**config.mk**
```make
export PLATFORM = sky130hd
export DESIGN_NAME = error_pattern_generator
export DESIGN_NICKNAME = d
export VERILOG_FILES = /design/src/rtl/error_pattern_generator.sv
export SDC_FILE = /design/constraint.sdc
export NUM_CORES = 1
export LEC_CHECK = 0
export CELL_PAD_IN_SITES_DETAIL_PLACEMENT = 0
export CELL_PAD_IN_SITES_GLOBAL_PLACEMENT = 1
export CORE_UTILIZATION = 40
export CTS_CLUSTER_SIZE = 20
export DETAILED_ROUTE_END_ITERATION = 10
export GPL_ROUTABILITY_DRIVEN = 0
export PLACE_DENSITY_LB_ADDON = 0.1
export REMOVE_ABC_BUFFERS = 1
export SLEW_MARGIN = 20
export SYNTH_ARGS = -nofsm -noshare
export SYNTH_HDL_FRONTEND = slang
export SYNTH_SLANG_ARGS = --single-unit
```
**constraint.sdc**
```tcl
create_clock -name clk -period 4.47 [get_ports clk]
set_input_delay 0.6705 -clock clk [delete_from_list [all_inputs] [get_ports clk]]
set_output_delay 0.6705 -clock clk [all_outputs]
set_load 0.03 [all_outputs]
```
**src/rtl/error_pattern_generator.sv**
```systemverilog
// Stream source that emits a deterministic payload sequence over valid/ready and periodically
// substitutes a reserved error word. The payload itself never takes the reserved value.
module error_pattern_generator #(
    parameter int unsigned      WIDTH       = 8,
    parameter logic [WIDTH-1:0] ERR_PATTERN = WIDTH'(8'b10101010),
    parameter int unsigned      COUNT_W     = 16
) (
    input  logic               clk,
    input  logic               reset,
    input  logic               start,
    input  logic [COUNT_W-1:0] word_count,
    input  logic [COUNT_W-1:0] inject_interval,
    input  logic [WIDTH-1:0]   seed,
    output logic [WIDTH-1:0]   data_out,
    output logic               data_valid,
    input  logic               data_ready,
    output logic               inject_flag,
    output logic               busy,
    output logic               done,
    output logic [COUNT_W-1:0] sent_count,
    output logic [COUNT_W-1:0] injected_count
);
    typedef enum logic [1:0] {
        IDLE = 2'd0,
        SEND = 2'd1,
        DONE = 2'd2
    } state_t;

    state_t             state;
    logic [COUNT_W-1:0] remaining;
    logic [COUNT_W-1:0] interval_q;
    logic [COUNT_W-1:0] inj_cnt;      // position of the presented word within its interval; 1 = injected slot
    logic [WIDTH-1:0]   payload;      // next non-injected payload value

    logic               xfer_c;
    logic [WIDTH-1:0]   seed_adj_c;
    logic [WIDTH-1:0]   payload_adv_c;
    logic [COUNT_W-1:0] inj_cnt_adv_c;
    logic               inject_next_c;

    function automatic logic [WIDTH-1:0] skip_err(input logic [WIDTH-1:0] v);
        return (v == ERR_PATTERN) ? v + WIDTH'(1) : v;
    endfunction

    // Next-word computation after an accepted transfer
    always_comb begin
        xfer_c        = (state == SEND) && data_valid && data_ready;
        seed_adj_c    = skip_err(seed);
        payload_adv_c = inject_flag ? payload : skip_err(payload + WIDTH'(1));
        if (interval_q == '0) begin
            inj_cnt_adv_c = '0;
        end else if (inj_cnt == COUNT_W'(1)) begin
            inj_cnt_adv_c = interval_q;
        end else begin
            inj_cnt_adv_c = inj_cnt - COUNT_W'(1);
        end
        inject_next_c = (interval_q != '0) && (inj_cnt_adv_c == COUNT_W'(1));
    end

    always_ff @(posedge clk) begin
        if (reset) begin
            state          <= IDLE;
            remaining      <= '0;
            interval_q     <= '0;
            inj_cnt        <= '0;
            payload        <= '0;
            data_out       <= '0;
            data_valid     <= 1'b0;
            inject_flag    <= 1'b0;
            busy           <= 1'b0;
            done           <= 1'b0;
            sent_count     <= '0;
            injected_count <= '0;
        end else begin
            done <= 1'b0;
            case (state)
                IDLE: begin
                    if (start) begin
                        sent_count     <= '0;
                        injected_count <= '0;
                        if (word_count == '0) begin
                            done <= 1'b1;
                        end else begin
                            state       <= SEND;
                            remaining   <= word_count;
                            interval_q  <= inject_interval;
                            inj_cnt     <= inject_interval;
                            payload     <= seed_adj_c;
                            busy        <= 1'b1;
                            data_valid  <= 1'b1;
                            inject_flag <= (inject_interval == COUNT_W'(1));
                            data_out    <= (inject_interval == COUNT_W'(1)) ? ERR_PATTERN : seed_adj_c;
                        end
                    end
                end
                SEND: begin
                    if (xfer_c) begin
                        sent_count <= sent_count + COUNT_W'(1);
                        if (inject_flag) begin
                            injected_count <= injected_count + COUNT_W'(1);
                        end
                        remaining <= remaining - COUNT_W'(1);
                        payload   <= payload_adv_c;
                        inj_cnt   <= inj_cnt_adv_c;
                        if (remaining == COUNT_W'(1)) begin
                            state       <= DONE;
                            data_valid  <= 1'b0;
                            data_out    <= '0;
                            inject_flag <= 1'b0;
                            done        <= 1'b1;
                        end else begin
                            data_out    <= inject_next_c ? ERR_PATTERN : payload_adv_c;
                            inject_flag <= inject_next_c;
                        end
                    end
                end
                DONE: begin
                    state <= IDLE;
                    busy  <= 1'b0;
                end
                default: begin
                    state <= IDLE;
                end
            endcase
        end
    end
endmodule

```
==> impl_metrics.csv <==
group,metric,value,unit
run_status,outcome,"completed",
yosys,synth_edf_count,0,
detailed_routing,drt-pass1-iter-count,5,
setup_path,required,4.74,ns
setup_path,crit_family,"simple AND/OR/NAND/NOR gates",
setup_path,cp-end-kind,"flop",
place,place_ws,1.18,ns
clock_tree,cts_tree,"done",
detailed_routing,wl_per_cell,16.1,µm
die,core_area,13900,µm²
setup_path,crit_type,"reg2reg",
worst_hold_path,hold_class,"reg2reg",
yosys,yosysUniqueCellTypes,58,
detailed_routing,drtIter0Drc,394,
timing,grt_setup_unrepaired,"false",
yosys,synth_area,5680,µm²
yosys,ys_ff_latch,102,
timing,max_slew_margin,0.395,
power,leakage,2.49,nW
clock_tree,cts-root-buf,"clkbuf_16",
setup_path,crit_chain,"or4_4, nor4_1, nand2_1, a211oi_1, nor4_1, a211o_2, a211oi_1",
setup_path,critPathArrivalTime,3.66,ns
clock_tree,cts_post_setup_buffers_inserted,0,
detailed_routing,vias_per_cell,5.67,
setup_path,reg2reg_depth,7,
die,start_util,0.409,
detailed_routing,drc_errors,0,
die,ioPinCount,88,
global_routing,grt_start_max_net_pins,49,
yosys,syn_area_per_cell,7.46,µm²
die,die-area,14700,µm²
yosys,yosysTopAreaCellShare,0.360,
clock_tree,clock_sinks,102,
global_routing,grt_pass1_wl,26.5,mm
clock_tree,clkTransAtPathRegs,0.08,ns
setup_path,cpPeakStageDelay,0.56,ns
timing,finClkSkew,0.00773,ns
timing,worst_slew_pin_slew,0.907,ns
global_routing,grt.total_usage,0.228,
yosys,synth_largest_area_cell,"dfxtp_1",
finish,nNetsFinal,875,
yosys,synth-async-reset-ratio,0,
yosys,synth_ff_type,"dfxtp_1",
detailed_routing,ant_nets,0,
setup_path,start_kind,"flop",
clock_tree,hold_buffers,0,
yosys,synth.most_common_cell,"nor2_1",
run,drv_cap,0,
timing,slew_viol_final,0,
timing,setup_tns,0,ns
place,hpwl,11.7,mm
finish,final_layout_size_suffix_gt1_frac,0.0533,
timing,finalWorstSetupSlack,1.08,ns
power,comb_power_share,0.232,
place,io_buffers,87,
finish,antenna_cells,0,
setup_path,crit_buf_inv,0,
finish,syn2layout_area_growth,22.7,%
power,seqPwrFrac,0.436,
yosys,synth_area_leaders,"dfxtp_1 36%, a21oi_1 7.6%, nor2_1 7.3%, nand2_1 5.7%, xor2_1 4.2%",
clock_tree,clock_latency,0.36,ns
die,die_h,121,µm
die,die_w,121,µm
global_routing,grt_overflow,0,
yosys,synth_cells,761,
detailed_routing,vias,5703,
yosys,yosysSeqAreaShare,0.360,
timing,report.final.setup_viol,0,
setup_path,reg2reg_slack,1.08,ns
power,clkPwrFrac,0.333,
timing,hold_ws,0.479,ns
clock_tree,numCtsBuffers,9,
power,power.density,339,nW/µm²
power,intPower,1.58,mW
power,total_power,2.36,mW
timing,final.min_clock_period,3.39,ns
yosys,synth_warnings,0,
finish,fillCellCount,1400,
global_routing,antenna_found_initial,0,
power,p_sw,0.782,mW
timing,fin_crit_sh,0.758,
setup_path,cp.depth,7,
timing,clock.fmax,295,MHz
setup_path,slowest_stage,"or4_4",
power,sw_frac_of_total,0.331,
detailed_routing,drt_wl_total,16.2,mm
clock_tree,cts.path.max_buffers,2,
clock_tree,cts_resized,0,
timing,hold_viol_final,0,
worst_hold_path,hold_depth,2,
clock_tree,cts_max_level,3,
setup_path,critPathMaxFanout,16,
die,rows,43,
global_routing,grt_pass1_vias,5324,
yosys,synthTopCellsByCount,"111 x nor2_1, 102 x dfxtp_1, 86 x a21oi_1, 86 x nand2_1, 45 x clkbuf_1",
power,peakVddDrop,0.000304,V
per-stage QoR:
step | util | area (µm²) | cells
3_3_place_gp | 0.481 | 6680 | 989
4_1_cts | 0.502 | 6970 | 1005
6_report | 0.502 | 6970 | 1005
2_1_floorplan | - | 5470 | 709
3_5_place_dp | 0.481 | 6680 | 989
5_1_grt | 0.502 | 6970 | 1005
worst register-to-register path: stages (launching register included):
cell	delay, ns
dfxtp_1	0.38
or4_4	0.56
nor4_1	0.53
nand2_1	0.48
a211oi_1	0.57
nor4_1	0.19
a211o_2	0.37
a211oi_1	0.23
state kept, by name (all words and copies together) (netlist names):
register and count:
remaining 16, state 2, done 1, inject_flag 1
payload 8, sent_count 16, data_valid 1, interval_q 16
busy 1, injected_count 16, inj_cnt 16, data_out 8
layout by cell type, fill, tap and decap left out, types with 9 or more instances in the layout:
| master | Yosys | final |
|---|---|---|
| nand4_1 | 10 | 10 |
| nand2_1 | 86 | 86 |
| nand3_1 | 22 | 22 |
| clkdlybuf4s50_1 | 0 | 86 |
| xnor2_1 | 17 | 17 |
| inv_1 | 18 | 18 |
| clkbuf_16 | 0 | 9 |
| dfxtp_1 | 102 | 102 |
| xor2_1 | 27 | 27 |
| and3_1 | 9 | 9 |
| a211oi_1 | 15 | 15 |
| nor2_1 | 111 | 111 |
| nor4_1 | 29 | 29 |
| o21ai_0 | 29 | 29 |
| nor3_1 | 21 | 21 |
| or3_1 | 10 | 10 |
| ha_1 | 11 | 11 |
| buf_4 | 0 | 13 |
| a21oi_1 | 86 | 86 |
power groups by stage:
stage | Combinational (mW) | Sequential (mW) | Clock [mW]
after floorplan | 0.333 | 1.05 | 0
after global placement | 0.539 | 1.05 | 0
after detailed placement | 0.542 | 1.05 | 0
after CTS | 0.544 | 1.03 | 0.813
after global routing | 0.605 | 1.04 | 0.845
final | 0.547 | 1.03 | 0.785
final timing paths:
check,start,to
max,inj_cnt[2],data_out[4]
min,interval_q[2],interval_q[2]
min reg2reg,interval_q[2],interval_q[2]
max reg2reg,inj_cnt[2],data_out[4]
metal layers:
metal / routed length (µm) / GRT usage / vias to the layer above / part of all wire
li1: - / - / 2844 / -
met1: 7390 / 0.295 / 2685 / 0.46
met2: 7740 / 0.388 / 160 / 0.48
met3: 905 / 0.0470 / 14 / 0.056
met4: 154 / 0.0494 / 0 / 0.0095
met5: 0 / 0 / - / 0
kinds of logic after synthesis:
kind of cell    count (synthesis)  synth area share
fa+ha+maj                      11            0.0243
xor+xnor                       44            0.0679
flops                         102             0.360
simple gates                  345             0.295
compound gates                187             0.202
buf+inv                        70            0.0478
mux                             2           0.00353
area by class of cell:
class	count	area, µm²	share of cell area
Tap cell	180	225	0.0323
Multi-Input combinational cell	589	3380	0.485
Inverter	18	67.6	0.00970
Timing Repair Buffer	100	963	0.138
Clock buffer	9	225	0.0323
Clock inverter	7	63.8	0.00916
Sequential cell	102	2040	0.293
Power figures use the tool's default switching activity.
==> edit 1: new RTL, same settings <==
Make the reset (`reset`) asynchronous in one clocked block.
--- a/src/rtl/error_pattern_generator.sv
+++ b/src/rtl/error_pattern_generator.sv
@@ -59,3 +59,3 @@
 
-    always_ff @(posedge clk) begin
+    always_ff @(posedge clk or posedge reset) begin
         if (reset) begin
Behaviour: differs if reset is asserted again (counterexample within 4 cycles, from zero or initial values and one cycle with reset high); with reset held inactive, the same outputs for 4 cycles.
==> edit 1 against the original RTL <==
Routed wire length grew 6.7%. Cell area grew 8.7%. Synthesized area grew 8.2%. Sequential cell count is the same. Global-route usage shrank 0.35 points. Setup slack gained 0.28 ns. Worst hold slack gained 0.052 ns. Die area grew 8.1%. Critical path depth is the same.
Power is not compared: it rests on default switching activity, and its combinational part moved more than twofold at a synthesized area within 25%.
==> edit 1: results (changes against the original RTL) <==
<table>
<tr><th>Metric</th><th>Value</th></tr>
<tr><th colspan="2">Synthesis</th></tr>
<tr><td>Synth area leaders</td><td>sky130_fd_sc_hd__dfrtp_1, sky130_fd_sc_hd__nor2_1, sky130_fd_sc_hd__xor2_1</td></tr>
<tr><td>Avg Inst Size Synth</td><td>8.863 µm² (+19%)</td></tr>
<tr><td>Share of the yosys chip area belonging to registers</td><td>41.56% (+5.6 points)</td></tr>
<tr><td>Unique cell type count in the Yosys netlist</td><td>69 (+19%)</td></tr>
<tr><td>Dominant synthesized flop cell</td><td>sky130_fd_sc_hd__dfrtp_1</td></tr>
<tr><td>Async S/R FF share, synth</td><td>100.0% (+100 points)</td></tr>
<tr><th colspan="2">GRT</th></tr>
<tr><td>Number of global-route vias before repair</td><td>5333 (+0.17%)</td></tr>
<tr><td>GRT Util Overall</td><td>22.44% (-0.35 points)</td></tr>
<tr><td>Maximum number of pins on one net before global-route repair</td><td>41 (-16%)</td></tr>
<tr><td>Wire length of the first global-routing pass</td><td>28.26 mm (+6.8%)</td></tr>
<tr><th colspan="2">Clock network</th></tr>
<tr><td># resized after CTS</td><td>0 (unchanged)</td></tr>
<tr><td>Number of CTS-inserted buffers</td><td>9 (unchanged)</td></tr>
<tr><th colspan="2">Worst hold path</th></tr>
<tr><td>Worst Min Path Start</td><td>data_out[5]$_DFFE_PP0P_</td></tr>
<tr><th colspan="2">Layout</th></tr>
<tr><td>Share of post-route cells with drive strength above 1</td><td>9.091% (+3.8 points)</td></tr>
<tr><td>Post-layout net count</td><td>832 (-4.9%)</td></tr>
<tr><td>Leading cell type in the layout, fill and taps excluded</td><td>sky130_fd_sc_hd__dfrtp_1</td></tr>
<tr><th colspan="2">Drt</th></tr>
<tr><td>Detail-routed via count per cell</td><td>5.811 (+2.4%)</td></tr>
<tr><td>Final WL</td><td>17.27 mm (+6.7%)</td></tr>
<tr><td>Routed length per placed instance</td><td>17.90 µm (+11%)</td></tr>
<tr><th colspan="2">Floorplan</th></tr>
<tr><td>Total number of placement rows</td><td>44 (+2.3%)</td></tr>
<tr><th colspan="2">Setup path</th></tr>
<tr><td>Beginning of the worst register-to-register path</td><td>state[0]$_DFFE_PP0P_</td></tr>
<tr><td>Standard cell with the maximum stage delay on the critical path</td><td>sky130_fd_sc_hd__o31ai_4</td></tr>
<tr><td>Worst path max stage delay</td><td>0.83 ns (+0.27 ns)</td></tr>
<tr><td>Worst-path fanout max</td><td>18 (+2)</td></tr>
<tr><td>Worst setup path startpoint</td><td>word_count[8]</td></tr>
<tr><th colspan="2">Timing</th></tr>
<tr><td>Slew at the pin with the worst max-slew slack</td><td>1.085 ns (+0.1776 ns)</td></tr>
<tr><th colspan="2">Placement</th></tr>
<tr><td>Placed Area</td><td>7267 µm² (+8.8%)</td></tr>
<tr><td>DPL Wire Length</td><td>12.57 mm (+7.6%)</td></tr>
<tr><th colspan="2">Outcome</th></tr>
<tr><td>Run status</td><td>finished, final reports clean</td></tr>
</table>
## edit 1: path summary, 6_finish.rpt
check,to,slack (ns)
worst max-delay path,inj_cnt[5]$_DFFE_PP0P_,1.36
worst min-delay path,data_out[5]$_DFFE_PP0P_,0.53
worst max register to register,sent_count[15]$_DFFE_PP0P_,1.52
worst min register to register,data_out[5]$_DFFE_PP0P_,0.53
max in group asynchronous,interval_q[9]$_DFFE_PP0P_,2.89
min in group asynchronous,data_out[3]$_DFFE_PP0P_,0.73
## edit 1: critical path, delay by kind of cell
family / cells / cell delay (ns)
AO/OA/AOI/OAI: 3 / 1.05
AND/OR/NAND/NOR: 2 / 0.84
buffers and inverters: 2 / 0.77
## edit 1: per-layer routing
metal  global-route usage [%]  vias to the layer above  wire length, µm
met4                    4.040                        0              123
met2                    37.41                      130             8260
li1                         -                     2691                -
met1                    30.54                     2777             8189
met5                        0                        -                0
met3                    4.333                       10              700
## edit 1: power groups by stage
stage          Clock [mW]  Combinational [mW]  Sequential (mW)
3_5_place_dp            0                1.60             1.63
6_report            0.829                1.60             1.63
4_1_cts             0.854                1.60             1.62
2_1_floorplan           0                1.03             1.65
3_3_place_gp            0                1.58             1.63
5_1_grt             0.885                1.78             1.67
## edit 1: area by class of cell
type	count	area, µm²
multi-input combinational	535	3382
sequential	102	2552
tap	184	230.2
timing repair buffer	107	1021
clock inverter	5	63.81
fill	1394	7181
clock buffer	11	242.7
inverter	21	81.33
## edit 1: kinds of logic (layout without fill, tap and decap cells)
| kind of cell | after synthesis | in the layout | share of synthesized area [%] |
|---|---|---|---|
| and+or+nand+nor | 286 | 286 | 24.04 |
| AOI/OAI and AO/OA | 172 | 172 | 18.29 |
| DFF | 102 | 102 | 41.56 |
| buffers and inverters | 56 | 144 | 3.646 |
| xor gates and xnor gates | 44 | 44 | 6.274 |
| muxes | 21 | 21 | 3.748 |
| adders and majority gates | 12 | 12 | 2.444 |
## edit 1: per-stage QoR
stage	power, mW	worst slack, ns	hold slack [ns]	utilization, %
finish	4.055	1.365	0.5308	51.33
global route	4.338	1.148	0.5595	51.33
CTS	4.076	1.384	0.5281	51.33
detailed placement	3.229	1.010	0.5107	49.25
global placement	3.204	1.010	0.5042	49.25
floorplan	2.679	-1.238	0.4889	-
==> edit 2: new RTL, config.mk and constraints unchanged <==
Without the edit above. Change the parameter `WIDTH` from 8 to 6.
--- a/src/rtl/error_pattern_generator.sv
+++ b/src/rtl/error_pattern_generator.sv
@@ -3,3 +3,3 @@
 module error_pattern_generator #(
-    parameter int unsigned      WIDTH       = 8,
+    parameter int unsigned      WIDTH       = 6,
     parameter logic [WIDTH-1:0] ERR_PATTERN = WIDTH'(8'b10101010),
Interface: changed (resized data_out and seed); port bits go from 88 to 84. The function was not compared with the original's and may differ.
==> edit 2 against the original RTL <==
Cell area is 4.2% lower. Setup slack better by 0.19 ns. Routed wire length is 2.5% lower. Via count is 4.0% lower. Die area is 4.4% lower. Count of clock-buffer cells in the layout stayed put. Critical path depth is 2 higher. Power is 2.7% lower. Cell count is 6.1% lower. Synthesized area is 4.4% lower. Sequential cell count is 4 lower. Synthesized cell count is 7.4% lower. Largest power group unchanged. Highest routed layer unchanged.
==> edit 2: results (changes against the original RTL) <==
<table>
<tr><th>Metric</th><th>Value</th></tr>
<tr><th colspan="2">Outcome</th></tr>
<tr><td>Run status</td><td>finished, final reports clean</td></tr>
<tr><th colspan="2">Synthesis</th></tr>
<tr><td>Unique cell type count in the Yosys netlist</td><td>62 (+6.9%)</td></tr>
<tr><td>Synth area leaders</td><td>sky130_fd_sc_hd__dfxtp_1, sky130_fd_sc_hd__a21oi_1, sky130_fd_sc_hd__nor2_1</td></tr>
<tr><td>Share of the yosys chip area belonging to registers</td><td>36.17% (+0.19 points)</td></tr>
<tr><td>Leading cell types by count after synthesis</td><td>sky130_fd_sc_hd__dfxtp_1, sky130_fd_sc_hd__nor2_1, sky130_fd_sc_hd__a21oi_1, sky130_fd_sc_hd__nand2_1, sky130_fd_sc_hd__clkbuf_1</td></tr>
<tr><td>Cell count after synthesis</td><td>705 (-7.4%)</td></tr>
<tr><th colspan="2">Drt</th></tr>
<tr><td>Final WL</td><td>15.78 mm (-2.5%)</td></tr>
<tr><td>Number of detailed-route iterations in the first pass</td><td>6 (+1)</td></tr>
<tr><th colspan="2">Setup path</th></tr>
<tr><td>Data arrival time at the worst-slack endpoint</td><td>3.42 ns (-0.24 ns)</td></tr>
<tr><td>Slack of the worst reg-to-reg path</td><td>1.27 ns (+0.19 ns)</td></tr>
<tr><td>Crit path capture</td><td>data_out[2]$_SDFFE_PP0P_</td></tr>
<tr><td>Length in cells of the worst reg-to-reg path</td><td>9 (+2)</td></tr>
<tr><td>Worst-path fanout max</td><td>20 (+4)</td></tr>
<tr><td>Worst path max stage delay</td><td>0.69 ns (+0.13 ns)</td></tr>
<tr><th colspan="2">GRT</th></tr>
<tr><td>GRT Util Overall</td><td>23.09% (+0.30 points)</td></tr>
<tr><th colspan="2">Power</th></tr>
<tr><td>Peak supply drop</td><td>0.2268 mV (-25%)</td></tr>
<tr><th colspan="2">Layout</th></tr>
<tr><td>Share of post-route cells with drive strength above 1</td><td>5.469% (+0.14 points)</td></tr>
<tr><td>Final-layout fill cell count</td><td>1326 (-5.3%)</td></tr>
<tr><th colspan="2">Placement</th></tr>
<tr><td>Post-Place Setup Slack</td><td>1.117 ns (-0.06160 ns)</td></tr>
<tr><td>DPL Wire Length</td><td>11.32 mm (-3.1%)</td></tr>
<tr><td>Number of input and output port buffers inserted</td><td>83 (-4.6%)</td></tr>
<tr><th colspan="2">Timing</th></tr>
<tr><td>Final-layout worst hold slack</td><td>0.4725 ns (-0.006474 ns)</td></tr>
<tr><td>Maximum clock skew at final layout</td><td>0.007003 ns (-0.0007268 ns)</td></tr>
<tr><td>Headroom to the max-slew limit</td><td>36.49% (-3.0 points)</td></tr>
<tr><td>Achievable clock frequency</td><td>0.3125 GHz (+5.9%)</td></tr>
<tr><th colspan="2">Worst hold path</th></tr>
<tr><td>Hold endpoint</td><td>interval_q[3]$_SDFFE_PP0P_</td></tr>
</table>
edit 2: cells by family after synthesis:
kind of cell / count (synthesis) / share of synthesized area (%)
flops: 98 / 36.17
xor+xnor: 41 / 6.620
fa+ha+maj: 11 / 2.537
mux: 3 / 0.5767
buf+inv: 58 / 4.198
simple gates: 328 / 30.68
compound gates: 166 / 19.22
edit 2: power breakdown:
group | leakage (nW) | switching, mW | internal (mW) | total (mW)
logic | 1.44 | 0.310 | 0.215 | 0.525
clock network | 0.142 | 0.356 | 0.433 | 0.789
registers | 0.802 | 0.0618 | 0.923 | 0.984
total | 2.38 | 0.727 | 1.57 | 2.30
edit 2: cell type report:
class,count,share of cell area (%)
clock buffers,9,3.376
clock inverters,7,1.032
inverters,12,0.6753
multi-input cells,549,48.70
flip-flops and latches,98,29.41
well taps,176,3.301
repair buffers,93,13.51
edit 2: metal layers:
layer  share of wire (%)  GRT usage (%)
met1                  46          30.62
met2                  47          37.72
met3                 5.7          5.116
met4                 1.3          6.171
met5                   0              0
